<file path="config.mk">
export PLATFORM = sky130hd
export DESIGN_NAME = wb_timer_flat
export DESIGN_NICKNAME = d
export VERILOG_FILES = /design/src/rtl/timer_pkg.sv /design/src/rtl/if_wb.sv /design/src/rtl/timer_core.sv /design/src/rtl/wb_timer.sv /design/src/flat_wrapper.sv
export SDC_FILE = /design/constraint.sdc
export NUM_CORES = 1
export LEC_CHECK = 0
export BUFFER_PORTS_ARGS = -buffer_cell sky130_fd_sc_hd__buf_4
export CORE_ASPECT_RATIO = 0.6
export CORE_UTILIZATION = 55
export DETAILED_ROUTE_END_ITERATION = 8
export GPL_TIMING_DRIVEN = 0
export PLACE_DENSITY_LB_ADDON = 0.08
export SLEW_MARGIN = 30
export SYNTH_ARGS = -nofsm -noshare
export SYNTH_HDL_FRONTEND = slang
export SYNTH_HIERARCHICAL = 1
export SYNTH_SLANG_ARGS = --single-unit
export TNS_END_PERCENT = 30
</file>
<file path="constraint.sdc">
create_clock -name clk -period 3.5 [get_ports clk]
set_input_delay 0.35 -clock clk [delete_from_list [all_inputs] [get_ports clk]]
set_output_delay 0.35 -clock clk [all_outputs]
set_load 0.01 [all_outputs]
</file>
<file path="src/rtl/timer_pkg.sv">
// rtl/timer_pkg.sv - register map, control layout and bus FSM states for wb_timer
package timer_pkg;

    typedef enum logic [2:0] {
        REG_CTRL     = 3'd0,
        REG_PRESCALE = 3'd1,
        REG_RELOAD   = 3'd2,
        REG_COUNT    = 3'd3,
        REG_STATUS   = 3'd4
    } reg_addr_t;

    localparam int CTRL_EN        = 0;
    localparam int CTRL_AUTO      = 1;
    localparam int CTRL_IRQ_EN    = 2;
    localparam int STATUS_EXPIRED = 0;

    typedef struct packed {
        logic irq_en;
        logic auto_rl;
        logic en;
    } ctrl_t;

    typedef enum logic [1:0] {
        BUS_IDLE,
        BUS_WAIT,
        BUS_ACK
    } bus_state_t;

    function automatic ctrl_t ctrl_from_word(input logic [15:0] w);
        ctrl_t c;
        c.irq_en  = w[CTRL_IRQ_EN];
        c.auto_rl = w[CTRL_AUTO];
        c.en      = w[CTRL_EN];
        return c;
    endfunction

endpackage

</file>
<file path="src/rtl/if_wb.sv">
// rtl/if_wb.sv - 16-bit Wishbone bus shared by the J1 CPU and its peripherals
interface if_wb;
    logic        cyc;
    logic        stb;
    logic        we;
    logic [15:0] adr;
    logic [15:0] dat_m;
    logic [15:0] dat_s;
    logic        ack;

    modport master (output cyc, stb, we, adr, dat_m, input ack, dat_s);
    modport slave  (input cyc, stb, we, adr, dat_m, output ack, dat_s);
endinterface

</file>
<file path="src/rtl/timer_core.sv">
// rtl/timer_core.sv - prescaler, down counter, sticky expiry flag and registered irq
module timer_core
    import timer_pkg::*;
(
    input  logic        clk,
    input  logic        reset,
    input  ctrl_t       ctrl,
    input  logic        ctrl_we,
    input  logic        ctrl_wdata_en,
    input  logic [15:0] prescale,
    input  logic [15:0] reload,
    input  logic        count_we,
    input  logic        status_we,
    input  logic [15:0] wdata,
    output logic [15:0] count,
    output logic        expired,
    output logic        en_clear,
    output logic        irq
);

    logic [15:0] psc_cnt;
    logic        tick;
    logic        expire;
    logic        en_rise;

    always_comb begin
        tick     = ctrl.en && (psc_cnt == 16'd0);
        expire   = tick && (count == 16'd0);
        en_clear = expire && !ctrl.auto_rl;
        en_rise  = ctrl_we && ctrl_wdata_en && !ctrl.en;
    end

    // Enabling restarts the prescale period so the first tick is PRESCALE+1 cycles out
    always_ff @(posedge clk or posedge reset) begin
        if (reset) begin
            psc_cnt <= 16'd0;
        end else if (en_rise) begin
            psc_cnt <= prescale;
        end else if (ctrl.en) begin
            if (psc_cnt == 16'd0) begin
                psc_cnt <= prescale;
            end else begin
                psc_cnt <= psc_cnt - 16'd1;
            end
        end
    end

    always_ff @(posedge clk or posedge reset) begin
        if (reset) begin
            count <= 16'd0;
        end else if (count_we) begin
            count <= wdata;
        end else if (tick) begin
            if (!expire) begin
                count <= count - 16'd1;
            end else if (ctrl.auto_rl) begin
                count <= reload;
            end
        end
    end

    always_ff @(posedge clk or posedge reset) begin
        if (reset) begin
            expired <= 1'b0;
        end else if (expire) begin
            expired <= 1'b1;
        end else if (status_we && wdata[STATUS_EXPIRED]) begin
            expired <= 1'b0;
        end
    end

    always_ff @(posedge clk or posedge reset) begin
        if (reset) begin
            irq <= 1'b0;
        end else begin
            irq <= expired && ctrl.irq_en;
        end
    end

endmodule

</file>
<file path="src/rtl/wb_timer.sv">
// rtl/wb_timer.sv - Wishbone timer peripheral: bus FSM, register bank and read mux
module wb_timer
    import timer_pkg::*;
#(
    parameter int          WAIT_STATES   = 0,
    parameter logic [15:0] PRESCALE_INIT = 16'h0000
) (
    input  logic  clk,
    input  logic  reset,
    if_wb.slave   wb,
    output logic  irq
);

    localparam logic [3:0] WAIT_LOAD = (WAIT_STATES > 0) ? 4'(WAIT_STATES - 1) : 4'd0;

    bus_state_t  state;
    bus_state_t  state_next;
    logic [3:0]  wait_cnt;
    logic [3:0]  wait_cnt_next;
    logic        capture;
    reg_addr_t   adr_q;
    logic        we_q;
    logic [15:0] wdata_q;

    ctrl_t       ctrl;
    logic [15:0] prescale;
    logic [15:0] reload;
    logic [15:0] count;
    logic        expired;
    logic        en_clear;

    logic        ack_cycle;
    logic        wr;
    logic [15:0] rdata;
    logic        unused_adr;

    assign unused_adr = ^wb.adr[15:3];

    always_comb begin
        state_next    = state;
        wait_cnt_next = wait_cnt;
        capture       = 1'b0;
        case (state)
            BUS_IDLE: begin
                if (wb.cyc && wb.stb) begin
                    capture = 1'b1;
                    if (WAIT_STATES > 0) begin
                        state_next    = BUS_WAIT;
                        wait_cnt_next = WAIT_LOAD;
                    end else begin
                        state_next = BUS_ACK;
                    end
                end
            end
            BUS_WAIT: begin
                if (wait_cnt == 4'd0) begin
                    state_next = BUS_ACK;
                end else begin
                    wait_cnt_next = wait_cnt - 4'd1;
                end
            end
            BUS_ACK:  state_next = BUS_IDLE;
            default:  state_next = BUS_IDLE;
        endcase
    end

    always_ff @(posedge clk or posedge reset) begin
        if (reset) begin
            state    <= BUS_IDLE;
            wait_cnt <= 4'd0;
        end else begin
            state    <= state_next;
            wait_cnt <= wait_cnt_next;
        end
    end

    // The request is frozen at capture so a misbehaving master cannot alter it mid-access
    always_ff @(posedge clk or posedge reset) begin
        if (reset) begin
            adr_q   <= REG_CTRL;
            we_q    <= 1'b0;
            wdata_q <= 16'd0;
        end else if (capture) begin
            adr_q   <= reg_addr_t'(wb.adr[2:0]);
            we_q    <= wb.we;
            wdata_q <= wb.dat_m;
        end
    end

    assign ack_cycle = (state == BUS_ACK);
    assign wr        = ack_cycle && we_q;

    always_ff @(posedge clk or posedge reset) begin
        if (reset) begin
            ctrl <= '0;
        end else if (wr && adr_q == REG_CTRL) begin
            ctrl <= ctrl_from_word(wdata_q);
        end else if (en_clear) begin
            ctrl.en <= 1'b0;
        end
    end

    always_ff @(posedge clk or posedge reset) begin
        if (reset) begin
            prescale <= PRESCALE_INIT;
            reload   <= 16'd0;
        end else begin
            if (wr && adr_q == REG_PRESCALE) prescale <= wdata_q;
            if (wr && adr_q == REG_RELOAD)   reload   <= wdata_q;
        end
    end

    timer_core u_core (
        .clk           (clk),
        .reset         (reset),
        .ctrl          (ctrl),
        .ctrl_we       (wr && adr_q == REG_CTRL),
        .ctrl_wdata_en (wdata_q[CTRL_EN]),
        .prescale      (prescale),
        .reload        (reload),
        .count_we      (wr && adr_q == REG_COUNT),
        .status_we     (wr && adr_q == REG_STATUS),
        .wdata         (wdata_q),
        .count         (count),
        .expired       (expired),
        .en_clear      (en_clear),
        .irq           (irq)
    );

    always_comb begin
        rdata = 16'd0;
        case (adr_q)
            REG_CTRL:     rdata = {13'd0, ctrl};
            REG_PRESCALE: rdata = prescale;
            REG_RELOAD:   rdata = reload;
            REG_COUNT:    rdata = count;
            REG_STATUS:   rdata = {15'd0, expired};
            default:      rdata = 16'd0;
        endcase
    end

    assign wb.ack   = ack_cycle;
    assign wb.dat_s = ack_cycle ? rdata : 16'd0;

endmodule
</file>
<file path="src/flat_wrapper.sv">
// flat-port wrapper written by rule: the top's interface ports become plain ports
module wb_timer_flat import timer_pkg::*;
#(
    parameter int          WAIT_STATES   = 0,
    parameter logic [15:0] PRESCALE_INIT = 16'h0000
)
  (clk, reset, irq, wb_cyc, wb_stb, wb_we, wb_adr, wb_dat_m, wb_ack, wb_dat_s);
  if_wb wb_i ();
  input  logic clk;
  input  logic reset;
  output logic irq;
  input wire logic [$bits(wb_i.cyc)-1:0] wb_cyc;
  input wire logic [$bits(wb_i.stb)-1:0] wb_stb;
  input wire logic [$bits(wb_i.we)-1:0] wb_we;
  input wire logic [$bits(wb_i.adr)-1:0] wb_adr;
  input wire logic [$bits(wb_i.dat_m)-1:0] wb_dat_m;
  output wire logic [$bits(wb_i.ack)-1:0] wb_ack;
  output wire logic [$bits(wb_i.dat_s)-1:0] wb_dat_s;
  assign wb_i.cyc = wb_cyc;
  assign wb_i.stb = wb_stb;
  assign wb_i.we = wb_we;
  assign wb_i.adr = wb_adr;
  assign wb_i.dat_m = wb_dat_m;
  assign wb_ack = wb_i.ack;
  assign wb_dat_s = wb_i.dat_s;
  wb_timer #(.WAIT_STATES(WAIT_STATES), .PRESCALE_INIT(PRESCALE_INIT)) u_core (.clk(clk), .reset(reset), .wb(wb_i), .irq(irq));
endmodule
</file>
=== Word level (Yosys, flattened, before mapping) ===
Cells that the tools add are included.

* Bitwise operators: 1
* $add $sub $neg: 3
* Multiplexer cells: 18
* Eq/ne operators: 9
* Reduce and logical (&&, ||, !) cells: 28

{| class="wikitable"
|+ Operator list
! kind !! number
|-
| two-way mux 16 bit || 8
|-
| case mux 16 bit (5 select lines) || 1
|-
| logical NOT 16 bit || 2
|-
| subtractor 16 x 1 -> 16 bit, second input constant || 2
|-
| logical AND 1 bit || 14
|-
| nonzero test 2 bit || 4
|-
| equality test 3 x 2 -> 1 bit, second input constant || 2
|-
| two-way mux 1 bit || 6
|-
| AND reduction 2 bit || 3
|-
| logical NOT 4 bit || 1
|-
| two-way mux 2 bit || 2
|-
| != test 2 bit, second input constant || 2
|-
| case mux 2 bit (2 select lines) || 1
|-
| subtractor 4 x 1 -> 4 bit, second input constant || 1
|-
| equality test 3 x 1 -> 1 bit, second input constant || 1
|-
| equality test 3 bit, second input constant || 1
|-
| logical NOT 3 bit || 1
|-
| != test 3 bit, second input constant || 1
|-
| equality test 2 x 1 -> 1 bit, second input constant || 1
|-
| equality test 2 bit, second input constant || 1
|-
| logical NOT 1 bit || 2
|-
| logical NOT 2 bit || 1
|-
| NOT 1 bit || 1
|}

* Register bits: 95
* Output and inout bits: 18
* Logic and storage cells: 73

=== Depth between registers and ports, before layout ===
Gate-level depths: netlist of run 1.

* Depth in word-level cells: 6
* Gate-level depth with buffers: 10
* Depth with buffers taken out: 8

=== By module ===
The synthesis of run 1 kept the hierarchy.

{| class="wikitable"
|+ Modules (own cells, without submodules)
! module !! cells an instance !! instances !! seq. area each (µm²) !! area an instance (µm²)
|-
| wb_timer || 191 || 1 || 1401.3 || 2717.6
|-
| timer_core || 285 || 1 || 850.8 || 2356.0
|}

=== Worst setup path before layout of run 1 ===
OpenSTA, ideal clock, no wires.

* Kind: register to register
* Start point: reg u_core.u_core.count[0]
* End point: reg u_core.u_core.count[10]
* Clock period less this slack: 2.577 ns
* Setup slack: 0.923 ns
* Cell stages (with the launch flop): 9
* Required time: 3.431 ns
* Data arrival time: 2.508 ns
* Cell sequence: dfrtp_1 > inv_1 > ha_1 > or4b_4 > or3_1 > clkbuf_2 > or4_1 > or4_1 > nand3_1

* Word-level cells in the longest chain between the ends: 5
* Elaborated cells on any way between the ends: 8
* Classes of those cells: 1 x add/sub; 1 x eq/ne; 3 x mux; 3 x reduce/logical

{| class="wikitable"
|+ Ends and longest elaborated chain
! item !! RTL line !! text
|-
| from (decl) || timer_core.sv:15 || <nowiki>output logic [15:0] count,</nowiki>
|-
| from (signal assigned) || timer_core.sv:52 || <nowiki>count <= wdata;</nowiki>
|-
| from (signal assigned) || timer_core.sv:55 || <nowiki>count <= count - 16'd1;</nowiki>
|-
| from (signal assigned) || timer_core.sv:57 || <nowiki>count <= reload;</nowiki>
|-
| branches (longest 5 deep; another with subtractor 16 x 1 -> 16 bit) || - ||
|}

Parallel ways; which one is timed is not known. The select of a mux whose other input is x is not followed.
A chain may end at the register's enable or synchronous reset.

=== Worst setup path in the final report of run 1 ===
* Start point: reg u_core.u_core.psc_cnt[0]
* End point: reg u_core.u_core.psc_cnt[2]

* Word-level cells in the longest chain between the ends: 4
* Elaborated cells on any way between the ends: 5
* Classes of those cells: 1 x add/sub; 3 x mux; 1 x reduce/logical

{| class="wikitable"
|+ Ends and longest elaborated chain
! item !! RTL line !! text
|-
| from (decl) || timer_core.sv:21 || <nowiki>logic [15:0] psc_cnt;</nowiki>
|-
| from (signal assigned) || timer_core.sv:38 || <nowiki>psc_cnt <= prescale;</nowiki>
|-
| from (signal assigned) || timer_core.sv:41 || <nowiki>psc_cnt <= prescale;</nowiki>
|-
| from (signal assigned) || timer_core.sv:43 || <nowiki>psc_cnt <= psc_cnt - 16'd1;</nowiki>
|-
| subtractor 16 x 1 -> 16 bit or logical NOT 16 bit (tied branches) || timer_core.sv:43, timer_core.sv:40 ||
|-
| two-way mux 16 bit * || timer_core.sv:40 || <nowiki>if (psc_cnt == 16'd0) begin</nowiki>
|-
| two-way mux 16 bit * || timer_core.sv:39 || <nowiki>end else if (ctrl.en) begin</nowiki>
|-
| two-way mux 16 bit * || timer_core.sv:37 || <nowiki>end else if (en_rise) begin</nowiki>
|}

Mark *: on every way between the ends. The rest lies on a longest branch, timed or not. The select of a mux whose other input is x is not followed.

==> reports/qor.yml, run 1 <==
start_util_pct: 58.2
final_layout_size_suffix_gt1_share_pct: 27.9
rsz0062_at_grt: "no"
htree_num_levels: 3
rows: 26
postSynth.asyncResetShare_pct: 100
fin_nets: 571
yosysTopAreaCell: "dfrtp_1"
core-area_um2: 8720
tns_ns: 0
track_usage_pct: 32.6
synth_edf_count: 0
cts_tree: "yes"
p_leak_nw: 2.58
grt_pass1_wl_um: 23500
drtIter0Drc: 552
syn_inst: 476
ir_drop_uv: 357
synthTopCellsByCount: "dfrtp_1 (90), mux2_2 (45), nor2_1 (35)"
syn_area_um2: 5070
ys_types: 62
avgSynthCellArea_um2: 10.7
slowest_stage: "nand4_1"
clock_sinks: 90
yosysSeqAreaShare_pct: 44.4
required_ns: 3.69
end_kind: "flop"
slew_viol_final: 0
wl_um: 14600
skew_ns: 0.00607
grt_pass1_vias: 4139
power_density_nw_per_um2: 760
grt_start_max_net_pins: 47
cap_violations: 0
setup_violations: 0
cts_resized: 0
synth_flop_cell: "dfrtp_1"
nFillCells: 696
cp_num_buf_inv: 3
utilization_pct: 68.0
syn_nets: 516
post-route-min-period_ns: 3.17
drtAntennaViolNets: 0
hpwlAfterDp_um: 10700
final_hold_viol_count: 0
crit_family: "simple AND/OR/NAND/NOR gates"
postCtsHoldBufs: 1
crit_fanout: 10
antenna_cells: 0
postCtsSetupRepairBufs: 0
relSlewSlack_pct: 36.9
yosys_warnings: 6
cts_buffers: 9
path_clk_slew_ns: 0.07
clk_latency_ns: 0.34
cp.arrival_ns: 3.36
dp.cells: 631
area.growth.synth_to_final_pct: 16.8
routed_via_density: 6.63
routedWlPerCell_um: 22.6
die-area_um2: 9630
synth.most_common_cell: "dfrtp_1"
die_w_um: 126
status: "complete, no violations"
fmax_mhz: 315
io_pins: 55
antenna_found_initial: 0
drc: 0
dr.pass1.iters: 6
critPathLaunchType: "flop"
die_h_um: 76.4
tightest_slew_ns: 0.939
cts-root-buf: "clkbuf_16"
port_buffers: 41
hp-class: "in2reg"
synthTopCellsByArea: "dfrtp_1 (44%), mux2_2 (10%), mux2_4 (6.8%)"
grt_remaining_overflow: 0
path_cells: "inv_1, ha_1, nor4b_1, nand4_1, and2_1, buf_2, buf_1, o21ai_0, a22oi_1"
ys_seq_elements: 90
place_congestion: 0.949
vias: 4288
worstSetupPathType: "reg2reg"
cts_buffer_depth: 2
fin_crit_sh_pct: 90.6
final_cells: 647
slowest_delay_ns: 0.53
synth_top_area_share_pct: 44.4
==> placed cells by master (no fill, tap or decap), drive strengths merged, types with 3 or more instances in the layout <==
| cell | n |
|---|---|
| a211oi | 3 |
| a21o | 4 |
| a21oi | 18 |
| a22oi | 14 |
| a2bb2oi | 7 |
| a31oi | 5 |
| and2 | 3 |
| and3 | 4 |
| buf | 55 |
| clkbuf | 25 |
| dfrtp | 90 |
| ha | 3 |
| inv | 21 |
| mux2 | 68 |
| mux2i | 10 |
| nand2 | 22 |
| nand2b | 4 |
| nand3 | 18 |
| nand3b | 3 |
| nand4 | 7 |
| nor2 | 35 |
| nor2b | 4 |
| nor3 | 19 |
| nor3b | 4 |
| nor4 | 8 |
| nor4b | 3 |
| o21ai | 21 |
| o22ai | 3 |
| o2bb2ai | 6 |
| o31ai | 3 |
| o41ai | 3 |
| or3 | 5 |
| or4 | 4 |
==> through the flow <==
step | power (mW) | worst slack [ns] | area, um^2 | hold WS, ns
global route | 4.74 | 0.0840 | 5930 | 0.227
floorplan | 2.90 | 0.923 | 5070 | 0.461
CTS | 4.47 | 0.461 | 5930 | 0.233
finish | 4.51 | 0.329 | 5930 | 0.241
detailed placement | 3.41 | 0.487 | 5600 | 0.281
global placement | 3.33 | 0.560 | 5520 | 0.487
==> sequential cells by signal, indices dropped and copies added (netlist names) <==
| register | cells |
|---|---|
| u_core/u_core/expired | 1 |
| u_core/ctrl | 3 |
| u_core/u_core/count | 16 |
| u_core/prescale | 16 |
| u_core/adr_q | 3 |
| u_core/state | 1 |
| u_core/u_core/psc_cnt | 16 |
| u_core/reload | 16 |
| u_core/wdata_q | 16 |
| u_core/we_q | 1 |
| u_core/u_core/irq | 1 |
==> area by class of cell <==
cell class,count,area (um^2),area share (%)
Buffer,26,154,2.60
Clock buffer,11,243,4.10
Clock inverter,4,76.3,1.29
Inverter,22,85.1,1.44
Multi-Input combinational cell,338,2600,43.9
Sequential cell,90,2250,38.0
Tap cell,112,140,2.36
Timing Repair Buffer,44,373,6.29
==> layer usage <==
layer	track usage, %	wire, um	vias to the layer above
met2	46.4	6180	260
met1	50.8	6760	2116
met3	6.88	1510	19
li1	-	-	1893
met5	0	0	-
met4	6.75	159	0
==> where the power goes <==
part / internal [mW] / switching (mW)
logic: 0.760 / 0.730
clock network: 0.643 / 0.402
registers: 1.44 / 0.531
total: 2.84 / 1.66
==> worst register-to-register path, delay by kind of cell, from the launching register on <==
kind,cells,cell delay (ns)
simple gates,3,1.37
buf+inv,3,0.67
compound gates,2,0.37
flops,1,0.40
fa+ha+maj,1,0.22
==> kinds of logic after synthesis <==
group	count (synthesis)	synth area share (%)
AO/OA/AOI/OAI	106	14.4
adder cells (fa/ha/maj)	3	0.740
multiplexers	80	19.7
AND/OR/NAND/NOR	145	15.4
buffers and inverters	48	4.66
XOR/XNOR	4	0.691
flip-flops	90	44.4
==> final timing paths <==
path                                                       from                              endpoint  slack, ns  cells past startpoint
max                        u_core/u_core/psc_cnt[0]$_DFFE_PP0P_  u_core/u_core/psc_cnt[2]$_DFFE_PP0P_       0.33                      9
min                                                   wb_adr[1]           u_core/adr_q[1]$_DFFE_PP0P_       0.24                      2
max reg2reg                u_core/u_core/psc_cnt[0]$_DFFE_PP0P_  u_core/u_core/psc_cnt[2]$_DFFE_PP0P_       0.33                      9
min reg2reg                             u_core/we_q$_DFFE_PP0P_               u_core/we_q$_DFFE_PP0P_       0.54                      1
max in group asynchronous                                 reset   u_core/u_core/count[10]$_DFFE_PP0P_       2.44                      4
min in group asynchronous                                 reset         u_core/wdata_q[0]$_DFFE_PP0P_       0.48                      3
Power figures use the tool's default switching activity.
==> inputs of run 2 (changes only) <==
REMOVE_ABC_BUFFERS = 1   (was default)
==> run 2 against run 1 <==
  * Die area unchanged
  * Final cell count down 2.3%
  * Global-route usage down 2.5 points
  * Largest cell class unchanged
  * Highest routed layer unchanged
==> reports/qor.yml, run 2 (synthesized netlist as in run 1, its figures left out) <==
status: "complete, no violations"
die-area_um2: 9630
setup_violations: 0
track_usage_pct: 30.1
end_kind: "flop"
slew_viol_final: 0
critPathLaunchType: "flop"
p_leak_nw: 2.54
wl_um: 13700
cts_buffers: 9
place_congestion: 0.975
relSlewSlack_pct: 36.5
tns_ns: 0
core-area_um2: 8720
dr.pass1.iters: 5
cts-root-buf: "clkbuf_16"
post-route-min-period_ns: 3.23
hp-class: "in2reg"
seq_area_um2: 2250
clk_latency_ns: 0.34
layout_common_cells: "dfrtp_1 (89), buf_4 (47), mux2_2 (45)"
slowest_delay_ns: 0.95
hpwlAfterDp_um: 9580
finish.instance_area_um2: 5830
skew_ns: 0.00562
dpl_cell_area_um2: 5490
antenna_found_initial: 1
cts_resized: 0
rows: 26
fmax_mhz: 310
path_clk_slew_ns: 0.06
path_cells: "nand2b_1, or3_4, inv_1, nand3b_1, and2_1, a41oi_1, o22a_1"
cap_violations: 0
final_hold_viol_count: 0
drc: 0
cp.arrival_ns: 3.46
final_layout_size_suffix_gt1_share_pct: 29.4
die_w_um: 126
crit_fanout: 22
cp_num_buf_inv: 1
nFillCells: 698
grt_pass1_vias: 3900
power_density_nw_per_um2: 743
r2r_cells: 7
clock_sinks: 90
htree_num_levels: 3
required_ns: 3.73
drtIter0Drc: 414
grt_remaining_overflow: 0
final_cells: 632
io_pins: 55
slowest_stage: "dfrtp_1"
multi_input_area_um2: 2620
tightest_slew_ns: 0.945
mostFrequentLayoutCell: "dfrtp_1"
start_util_pct: 58.2
routed_via_density: 6.67
fin_nets: 555
grt_start_max_net_pins: 33
routedWlPerCell_um: 21.7
area.growth.synth_to_final_pct: 14.9
die_h_um: 76.4
antenna_cells: 0
cts_tree: "yes"
rsz0062_at_grt: "no"
cts_buffer_depth: 2
grt_pass1_wl_um: 21900
hold_depth: 2
crit_family: "simple AND/OR/NAND/NOR gates"
worstSetupPathType: "reg2reg"
dp.cells: 610
port_buffers: 41
ir_drop_uv: 390
fin_crit_sh_pct: 92.2
vias: 4213
drtAntennaViolNets: 0
crit_cells: 7
run 2: cell types whose count changed in the layout (fill, tap and decap cells not counted), moves of 2 or more:
cell,delta
buf_4,+4
buf_8,+2
clkbuf_1,-12
clkinv_2,+3
bufinv_16,-2
buf_16,-2
buf_2,-6
run 2: worst reg2reg max path, stage by stage (launching register included):
cell	delay (ns)
dfrtp_1	0.95
nand2b_1	0.31
or3_4	0.21
inv_1	0.09
nand3b_1	0.30
and2_1	0.75
a41oi_1	0.26
o22a_1	0.25
run 2: repair_timing:
item                                    in CTS  in global routing
hold endpoints to repair                    11                  0
hold buffers                                 1                  0
buffers inserted                             0                  5
endpoints found under the setup margin       0                  2
run 2: report_power, final:
part,total [mW],internal (mW),switching (mW)
clock,0.916,0.517,0.399
combinational,1.40,0.745,0.657
sequential,2.02,1.44,0.580
run 2: final timing paths:
path / startpoint / endpoint / slack [ns]
worst max-delay path: u_core/adr_q[1]$_DFFE_PP0P_ / u_core/u_core/psc_cnt[14]$_DFFE_PP0P_ / 0.27
worst min-delay path: wb_adr[1] / u_core/adr_q[1]$_DFFE_PP0P_ / 0.24
worst max register to register: u_core/adr_q[1]$_DFFE_PP0P_ / u_core/u_core/psc_cnt[14]$_DFFE_PP0P_ / 0.27
worst min register to register: u_core/u_core/expired$_DFFE_PP0P_ / u_core/u_core/expired$_DFFE_PP0P_ / 0.52
max in group asynchronous: reset / u_core/adr_q[0]$_DFFE_PP0P_ / 2.46
min in group asynchronous: reset / u_core/u_core/count[4]$_DFFE_PP0P_ / 0.52
run 2: cell type report:
class                           count  share of cell area (%)
Multi-Input combinational cell    338                    45.0
Sequential cell                    90                    38.6
Timing Repair Buffer               54                    7.81
Clock buffer                       13                    4.46
Tap cell                          112                    2.40
Inverter                           22                    1.46
Clock inverter                      3                   0.257
run 2: metal layers:
metal / share of wire, % / GRT usage [%] / vias to the layer above
met4: 1.5 / 8.55 / 0
met5: 0 / 0 / -
met3: 9.6 / 6.74 / 18
met1: 46 / 46.4 / 2092
met2: 43 / 42.2 / 251
li1: - / - / 1852
run 2: stage by stage:
| stage | total power [mW] | worst slack, ns | hold WS [ns] | util [%] |
|---|---|---|---|---|
| finish | 4.34 | 0.274 | 0.235 | 66.9 |
| global route | 4.57 | 0.0984 | 0.224 | 66.9 |
| CTS | 4.28 | 0.221 | 0.229 | 66.3 |
| detailed placement | 3.35 | 0.263 | 0.329 | 63.0 |
| global placement | 3.26 | -1.13 | 0.501 | 61.6 |
| floorplan | 2.87 | 0.289 | 0.461 | - |
==> inputs of run 3 (changes only) <==
CORE_MARGIN = 4   (was default)
==> run 3 against run 2 <==
  * First-iteration DRC count up 12%
  * Maximum frequency down 2.0%
  * Clock skew is 0.0016 ns lower
  * Largest power group unchanged
  * Critical endpoint is now u_core/u_core/count[8]$_DFFE_PP0P_
==> reports/qor.yml, run 3 (synthesized netlist as in run 1, its figures left out) <==
status: "complete, no violations"
tns_ns: 0
fin_total_pwr_mw: 4.50
hp-class: "in2reg"
fin_nets: 551
skew_ns: 0.00406
relSlewSlack_pct: 34.7
clock_sinks: 90
rsz0062_at_grt: "no"
mostFrequentLayoutCell: "dfrtp_1"
cp.arrival_ns: 3.57
io_pins: 55
dpl_cell_area_um2: 5510
wl_um: 13800
drtIter0Drc: 464
crit_family: "simple AND/OR/NAND/NOR gates"
cts_tree: "yes"
area.growth.synth_to_final_pct: 15.6
cp_num_buf_inv: 1
hpwlAfterDp_um: 9460
die_h_um: 82.4
routed_via_density: 6.70
port_buffers: 41
finish.instance_area_um2: 5860
critPathLaunchType: "flop"
cts_resized: 0
routedWlPerCell_um: 21.9
place_congestion: 0.933
die_w_um: 132
start_util_pct: 58.0
slew_viol_final: 0
cap_violations: 0
fin_crit_sh_pct: 94.0
crit_fanout: 17
core-area_um2: 8750
grt_remaining_overflow: 0
antenna_found_initial: 0
p_leak_nw: 2.56
path_clk_slew_ns: 0.06
cts_buffers: 9
htree_num_levels: 3
drc: 0
path_cells: "inv_1, ha_1, nor4b_1, nand4_1, a21o_1, or4_1, nand3_1"
drtAntennaViolNets: 0
required_ns: 3.78
holdWs_ns: 0.235
slowest_delay_ns: 0.80
grt_pass1_vias: 3964
grt_start_max_net_pins: 47
cts_buffer_depth: 2
fmax_mhz: 304
grt_pass1_wl_um: 22100
vias: 4209
ir_drop_uv: 336
die-area_um2: 10900
antenna_cells: 0
cts-root-buf: "clkbuf_16"
post-route-min-period_ns: 3.29
clk_latency_ns: 0.34
track_usage_pct: 26.4
final_layout_size_suffix_gt1_share_pct: 28.9
end_kind: "flop"
power_density_nw_per_um2: 767
rows: 26
tightest_slew_ns: 0.980
dr.pass1.iters: 5
layout_common_cells: "dfrtp_1 (89), mux2_2 (45), buf_4 (43)"
setup_violations: 0
final_hold_viol_count: 0
slowest_stage: "nand4_1"
worstSetupPathType: "reg2reg"
## run 3: area by class of cell
cell class              instances  area, um^2
fillers                       704        2890
flip-flops and latches         90        2250
multi-input cells             338        2620
inverters                      22        85.1
well taps                     112         140
repair buffers                 50         429
clock buffers                  13         270
clock inverters                 3        68.8
## run 3: worst register-to-register path: stages, from the launching register on
cell     delay [ns]
dfrtp_1        0.42
inv_1          0.14
ha_1           0.24
nor4b_1        0.46
nand4_1        0.80
a21o_1         0.54
or4_1          0.51
nand3_1        0.10
## run 3: final timing paths
check	start	end	slack [ns]	cells past startpoint
max reg2reg	u_core/u_core/psc_cnt[0]$_DFFE_PP0P_	u_core/u_core/count[8]$_DFFE_PP0P_	0.21	7
min reg2reg	u_core/u_core/expired$_DFFE_PP0P_	u_core/u_core/irq$_DFF_PP0_	0.54	1
max in group asynchronous	reset	u_core/u_core/count[8]$_DFFE_PP0P_	2.51	4
min	wb_adr[0]	u_core/adr_q[0]$_DFFE_PP0P_	0.24	2
max	u_core/u_core/psc_cnt[0]$_DFFE_PP0P_	u_core/u_core/count[8]$_DFFE_PP0P_	0.21	7
min in group asynchronous	reset	u_core/wdata_q[0]$_DFFE_PP0P_	0.48	3
## run 3: per-stage QoR
step	setup slack (ns)	std cells	util, %
detailed placement	0.345	611	63.0
CTS	0.279	628	66.9
global placement	-1.18	603	61.3
global route	0.0263	628	67.0
floorplan	0.289	450	-
finish	0.210	628	67.0
## run 3: layer usage
layer	vias to the layer above	wire (um)	global-route usage, %
met3	21	1270	6.72
li1	1857	-	-
met5	-	0	0
met1	2095	6370	38.1
met4	0	248	7.76
met2	236	5880	39.8
## run 3: repair_timing
item                                   in CTS  in global routing
setup endpoints to repair                   0                  0
buffers inserted                            0                  0
endpoints found under the hold margin      21                  0
hold buffers                                1                  0
## run 3: report_power, final
| group | switching, mW | internal, mW | total [mW] |
|---|---|---|---|
| registers | 0.579 | 1.44 | 2.02 |
| clock network | 0.405 | 0.687 | 1.09 |
| logic | 0.643 | 0.744 | 1.39 |
| total | 1.63 | 2.87 | 4.50 |
